<file path="src/rtl/tlb_unit.sv">
// Fully associative joint TLB: entry read/probe/write for CP0, plus two
// independent single-cycle-latency translation ports (fetch and data).
package tlb_pkg;
    typedef struct packed {
        logic [18:0] vpn2;
        logic [7:0]  asid;
        logic        g;
        logic [19:0] pfn0;
        logic [2:0]  c0;
        logic        d0;
        logic        v0;
        logic [19:0] pfn1;
        logic [2:0]  c1;
        logic        d1;
        logic        v1;
    } tlb_entry_t;
endpackage

module tlb_unit #(
    parameter int unsigned TLB_ENTRIES_NUM = 16,
    parameter int unsigned IDX_W           = $clog2(TLB_ENTRIES_NUM)
) (
    input  logic                   clk,
    input  logic                   rst,
    input  logic [7:0]             asid,
    input  logic                   i_req,
    input  logic [31:0]            i_vaddr,
    output logic [31:0]            i_paddr,
    output logic                   i_valid,
    output logic                   i_miss,
    output logic                   i_invalid,
    output logic                   i_uncached,
    input  logic                   d_req,
    input  logic [31:0]            d_vaddr,
    output logic [31:0]            d_paddr,
    output logic                   d_valid,
    output logic                   d_miss,
    output logic                   d_invalid,
    output logic                   d_uncached,
    output logic                   d_dirty,
    input  logic [IDX_W-1:0]       tlbr_idx,
    output tlb_pkg::tlb_entry_t    tlbr_res,
    input  logic                   tlbp_req,
    input  logic [18:0]            tlbp_vpn2,
    output logic [31:0]            tlbp_res,
    input  logic                   we,
    input  logic [IDX_W-1:0]       widx,
    input  tlb_pkg::tlb_entry_t    wentry
);
    import tlb_pkg::*;

    typedef struct packed {
        logic [19:0] pfn;
        logic [2:0]  c;
        logic        d;
        logic        v;
    } page_t;

    tlb_entry_t entries [TLB_ENTRIES_NUM];

    logic [IDX_W:0] i_m, d_m, p_m;
    page_t          i_pg, d_pg;
    logic           unused;

    // Returns {hit, index}; scanning upward and keeping the first hit makes
    // the lowest matching index win on overlapping entries.
    function automatic logic [IDX_W:0] find(input logic [18:0] vpn, input logic [7:0] a);
        logic [IDX_W:0] r;
        r = '0;
        for (int unsigned k = 0; k < TLB_ENTRIES_NUM; k++) begin
            if (!r[IDX_W] && entries[k].vpn2 == vpn && (entries[k].g || entries[k].asid == a))
                r = {1'b1, IDX_W'(k)};
        end
        return r;
    endfunction

    function automatic page_t pick(input tlb_entry_t e, input logic odd);
        return odd ? page_t'{e.pfn1, e.c1, e.d1, e.v1} : page_t'{e.pfn0, e.c0, e.d0, e.v0};
    endfunction

    always_comb begin
        i_m  = find(i_vaddr[31:13], asid);
        d_m  = find(d_vaddr[31:13], asid);
        p_m  = find(tlbp_vpn2, asid);
        i_pg = pick(entries[i_m[IDX_W-1:0]], i_vaddr[12]);
        d_pg = pick(entries[d_m[IDX_W-1:0]], d_vaddr[12]);
        tlbr_res = entries[tlbr_idx];
        tlbp_res = p_m[IDX_W] ? {{(32-IDX_W){1'b0}}, p_m[IDX_W-1:0]} : 32'h8000_0000;
    end

    // The probe strobe only qualifies CP0's use of the result.
    assign unused = tlbp_req ^ i_pg.d;

    always_ff @(posedge clk or posedge rst) begin
        if (rst) begin
            for (int unsigned k = 0; k < TLB_ENTRIES_NUM; k++)
                entries[k] <= '0;
        end else if (we) begin
            entries[widx] <= wentry;
        end
    end

    always_ff @(posedge clk or posedge rst) begin
        if (rst) begin
            i_valid    <= 1'b0;
            i_paddr    <= '0;
            i_miss     <= 1'b0;
            i_invalid  <= 1'b0;
            i_uncached <= 1'b0;
        end else begin
            i_valid <= i_req;
            if (i_req) begin
                i_paddr    <= i_m[IDX_W] ? {i_pg.pfn, i_vaddr[11:0]} : '0;
                i_miss     <= ~i_m[IDX_W];
                i_invalid  <= i_m[IDX_W] & ~i_pg.v;
                i_uncached <= i_m[IDX_W] & (i_pg.c == 3'd2);
            end
        end
    end

    always_ff @(posedge clk or posedge rst) begin
        if (rst) begin
            d_valid    <= 1'b0;
            d_paddr    <= '0;
            d_miss     <= 1'b0;
            d_invalid  <= 1'b0;
            d_uncached <= 1'b0;
            d_dirty    <= 1'b0;
        end else begin
            d_valid <= d_req;
            if (d_req) begin
                d_paddr    <= d_m[IDX_W] ? {d_pg.pfn, d_vaddr[11:0]} : '0;
                d_miss     <= ~d_m[IDX_W];
                d_invalid  <= d_m[IDX_W] & ~d_pg.v;
                d_uncached <= d_m[IDX_W] & (d_pg.c == 3'd2);
                d_dirty    <= d_m[IDX_W] & d_pg.d;
            end
        end
    end

endmodule
</file>
<file path="config.mk">
export PLATFORM = sky130hd
export DESIGN_NAME = tlb_unit
export DESIGN_NICKNAME = d
export VERILOG_FILES = /design/src/rtl/tlb_unit.sv
export SDC_FILE = /design/constraint.sdc
export NUM_CORES = 2
export LEC_CHECK = 0
export CAP_MARGIN = 20
export CORE_ASPECT_RATIO = 1.75
export CORE_MARGIN = 8
export CORE_UTILIZATION = 45
export DETAILED_ROUTE_END_ITERATION = 12
export DONT_BUFFER_PORTS = 1
export MAX_ROUTING_LAYER = met4
export PLACE_DENSITY = 0.69
export SLEW_MARGIN = 15
export SYNTH_ARGS = -nofsm -noshare
export SYNTH_HDL_FRONTEND = slang
export SYNTH_SLANG_ARGS = --single-unit
</file>
<file path="constraint.sdc">
create_clock -name clk -period 61.2 [get_ports clk]
set_clock_uncertainty 0.05 [all_clocks]
set_input_delay 6.12 -clock clk [delete_from_list [all_inputs] [get_ports clk]]
set_output_delay 6.12 -clock clk [all_outputs]
set_load 0.01 [all_outputs]
</file>
Word-level counts from Yosys, hierarchy flattened. Index checks and enable logic that the tools add are counted.

$lt $le $gt $ge: 5. Equal/unequal tests: 66. Muxes and demuxes: 65. Bitwise logic cells: 13. Reductions and logical operators: 155.

Operators by type and width (number): bitwise mux 1248 bit (1); binary-select mux 78 bit (select 4 bit) (3); equality test 19 bit (48); demux 78 bit (select 4 bit) (1); 2-to-1 mux 5 bit (48); 2-to-1 mux 78 bit (3); 2-to-1 mux 50 bit (4); equality test 8 bit (16); 2-to-1 mux 32 bit (3); logical AND 1 bit (94); 2-to-1 mux 25 bit (2); logical NOT 1 bit (45); >= comparator 5 bit, second input constant (4); inverter 4 -> 5 bit (4); logical OR 1 bit (16); equality test 3 x 2 -> 1 bit, second input constant (2); AND 1 bit (5); less-than comparator 5 x 1 -> 1 bit, second input constant (1); inverter 1 bit (4).

Register bits after elaboration: 1321. Input port bits: 183. Output and inout bits: 183. Logic and storage cells: 491.

Depth between registers and ports, before layout.
Word-level depth: 71. Gate-level depth with buffers: 18. Gate-level depth less buffers: 12.

Least setup slack after synthesis. No wires, ideal clock.

Path type: input port to output port. From: input tlbp_vpn2[5]. To: output tlbp_res[2]. Data arrival time: 8.900 ns. Required time: 55.030 ns. Setup slack: 46.130 ns. Cell stages on the path: 12. Path buffers: 2. Cell sequence: clkbuf_1 buf_1 xor2_1 nor4_1 nand4_1 nor3_1 a31oi_1 nand3_1 or3_1 or2_2 nor3_1 a211oi_1.

Cells in the longest elaborated chain, start to end: 64. Elaborated cells between the ends (all ways): 79. Those cells by class: eq/ne: 16; mux: 17; reduce/logical: 46.

RTL lines: start: declaration (RTL line 44) `input logic [18:0] tlbp_vpn2,`; equality test 19 bit (RTL line 71) `if (!r[IDX_W] && entries[k].vpn2 == vpn && (entries[k].g || entries[k].asid == a))`; logical AND 1 bit (RTL line 71); 2-to-1 mux 5 bit (RTL line 71); logical NOT 1 bit (RTL line 71); logical AND 1 bit (2 in a row) (RTL line 71); 2-to-1 mux 5 bit (RTL line 71); logical NOT 1 bit (RTL line 71); logical AND 1 bit (2 in a row) (RTL line 71); [44 not listed]; 2-to-1 mux 5 bit (RTL line 71); logical NOT 1 bit (RTL line 71); logical AND 1 bit (2 in a row) (RTL line 71); 2-to-1 mux 5 bit (RTL line 71); logical NOT 1 bit (RTL line 71); logical AND 1 bit (2 in a row) (RTL line 71); 2-to-1 mux 5 bit * (RTL line 71); 2-to-1 mux 32 bit * (RTL line 88) `tlbp_res = p_m[IDX_W] ? {{(32-IDX_W){1'b0}}, p_m[IDX_W-1:0]} : 32'h8000_0000;`; end: declaration (RTL line 45) `output logic [31:0] tlbp_res,`.

Mark *: on every way between the ends. The rest lies on a longest branch, timed or not.

Worst setup path in the final report.
From: input tlbp_vpn2[18]. To: output tlbp_res[2].

Same word-level chain as after synthesis.

==> results_dict.tcl <==
set metrics [dict create \
    setup_tns_ns 0 \
    preCtsSetupSlack_ns 45.53 \
    postCtsSetupBuffers 0 \
    drtIter0Drc 6277 \
    rsz0062_at_grt "no" \
    clockBufferDepth 3 \
    synth_top_cell_by_area "dfrtp_1" \
    setup_viol 0 \
    status "complete, no violations" \
    startpoint "tlbp_vpn2[18]" \
    r2r_start "entries[454]$_DFFE_PP0P_" \
    final_cell_area_um2 90930 \
    hpwlAfterDp_um 232300 \
    min_path_type "flop to flop" \
    core-area_um2 185100 \
    synth_most_common_cell "dfrtp_1" \
    timing.fmax_mhz 63.09 \
    cts_hold_buf 0 \
    rr_endpoint "i_paddr[22]$_DFFE_PP0P_" \
    worst-path-max-fanout 16 \
    ys.flop_type "dfrtp_1" \
    drt_wl_total_um 360700 \
    antenna_found_initial 6 \
    ant_nets 0 \
    end_kind "primary output" \
    crit_required_ns 55.03 \
    leakage_uw 0.03969 \
    grt_pass1_wl_um 500800 \
    cts-buffers-inserted 138 \
    largest_registers "entries (1248), d_paddr (32), i_paddr (32)" \
    start_util_pct 45.21 \
    wl_per_cell_um 39.80 \
    drtPass1Iterations 6 \
    num_rows 209 \
    syn_avg_cell_area_um2 12.37 \
    slew_violations 0 \
    crit_chain "xor2_1, nor4_1, nand4_1, nor3_1, nor2b_1, nor2b_1, nand3_1, or3_1, or2_2, nor3_1, a211oi_1" \
    postSynthCellCount 6765 \
    top_register "entries" \
    die_w_um 342.0 \
    syn-cell-area_um2 83710 \
    slowest_stage "nor3_1" \
    root_buffer "clkbuf_16" \
    yosysWarnings 0 \
    finalHoldViolations 0 \
    port_buffers 0 \
    cts.sinks 1321 \
    ys_ff_latch 1321 \
    cp_data_arrival_time_ns 9.68 \
    period_minus_slack_ns 15.85 \
    areaGrowthSynthToFinish_pct 8.623 \
    rrSetupSlack_ns 52.97 \
    nets 6710 \
    insertion_delay_ns 0.85 \
    power.density_nw_per_um2 32.83 \
    grt_pass1_vias 64050 \
    path_clk_slew_ns 0.06 \
    avgViaCountPerCell 6.866 \
    slew_headroom_pct 10.15 \
    die_area_um2 200600 \
    synth_area_leaders "dfrtp_1 39%, mux2_2 17%, mux4_2 11%, mux2i_1 7.7%, xor2_1 6.6%" \
    vdd_drop_max_v 0.00002893 \
    grt_usage_pct 36.18 \
    worstSetupStartpointType "input pin" \
    worst_pin_slew_ns 1.348 \
    tritoncts "yes" \
    netlist.area_leader.share_pct 39.49 \
    final_core_util_pct 49.11 \
    crit_type "input pin to primary output" \
    synth_edf_count 0 \
    hp-start "entries[1040]$_DFFE_PP0P_" \
    maxCapViolCount 0 \
    synthArstFlopShare_pct 100.0 \
    seq_area_frac_synth_pct 39.49 \
    cts-resized-gates 0 \
    num_vias 62220 \
    synth_common_cells "1321 x dfrtp_1, 1287 x mux2_2, 641 x mux2i_1" \
    p_total_uw 2985 \
    die_y_um 586.6 \
    drive_gt1_share_pct 33.42 \
    largest_reg_flops 1248 \
    fin_ws_ns 45.35 \
    ios 366 \
    place.gp.congestion 1.071 \
    drcViolationCount 0 \
    crit_end "tlbp_res[2]" \
    fin_crit_sh_pct 25.90 \
    gr-total-overflow 0 \
    htree_levels 4 \
    grt_max_degree 313 \
    dpl_cell_area_um2 86130 \
    crit_path_max_incr_delay_ns 0.70 \
    ys_types 79 \
    rr_worst_depth 16 \
]
[power by group]
part	switching [uW]	leakage [uW]	internal [uW]	total, uW
logic	373	0.0212	441	814
clock network	387	0.00223	485	873
registers	233	0.0163	1070	1300
[critical path, delay by kind of cell]
kind | cells | cell delay (ns)
AND/OR/NAND/NOR | 9 | 2.71
XOR/XNOR | 1 | 0.51
AO/OA/AOI/OAI | 1 | 0.29
[layout make-up]
| class | count | area, um^2 |
|---|---|---|
| Clock buffer | 204 | 4013 |
| Antenna cell | 6 | 15.01 |
| Clock inverter | 39 | 585.6 |
| Sequential cell | 1321 | 33060 |
| Inverter | 7 | 33.78 |
| Timing Repair Buffer | 239 | 1933 |
| Fill cell | 16460 | 94220 |
| Tap cell | 2426 | 3035 |
| Multi-Input combinational cell | 4820 | 48250 |
[how the worst min path moves through the flow]
stage / endpoint / cells past startpoint / slack (ns)
2_1_floorplan: entries[1040]$_DFFE_PP0P_ / 1 / 0.44
3_3_place_gp: entries[1042]$_DFFE_PP0P_ / 1 / 0.45
3_5_place_dp: entries[1040]$_DFFE_PP0P_ / 1 / 0.46
4_1_cts: entries[1040]$_DFFE_PP0P_ / 1 / 0.47
5_1_grt: entries[574]$_DFFE_PP0P_ / 1 / 0.50
6_report: entries[1040]$_DFFE_PP0P_ / 1 / 0.48
[placed cells by master (no fill, tap or decap), types with 139 or more instances in the layout]
master        n
xnor2_1     404
clkbuf_16   139
mux2_2     1287
nor4_1      159
mux4_2      398
xor2_1      633
nand2_1     151
buf_4       221
mux2i_1     641
dfrtp_1    1321
[through the flow]
stage | cells | hold WS (ns)
after global placement | 8798 | 0.4501
after global routing | 9061 | 0.4957
final | 9062 | 0.4770
after CTS | 9046 | 0.4737
after floorplan | 6791 | 0.4381
after detailed placement | 8803 | 0.4602
[routing by layer]
metal / track usage [%] / up-vias / wire length, um
li1: - / 24660 / -
met1: 37.06 / 32270 / 117500
met2: 54.91 / 3678 / 164100
met3: 10.80 / 1610 / 34370
met4: 34.37 / 0 / 44740
met5: - / - / 0
[cells by family (layout without fill, tap and decap cells)]
logic type / after synthesis / in the layout / share of synthesized area (%)
muxes: 2327 / 2327 / 35.72
DFF: 1321 / 1321 / 39.49
xor gates and xnor gates: 1040 / 1040 / 10.88
and+or+nand+nor: 782 / 782 / 5.048
buffers and inverters: 650 / 489 / 3.498
AOI/OAI and AO/OA: 644 / 644 / 5.360
other: 1 / 33 / 0.004480
No activity file was read; power rests on OpenSTA's default activity.
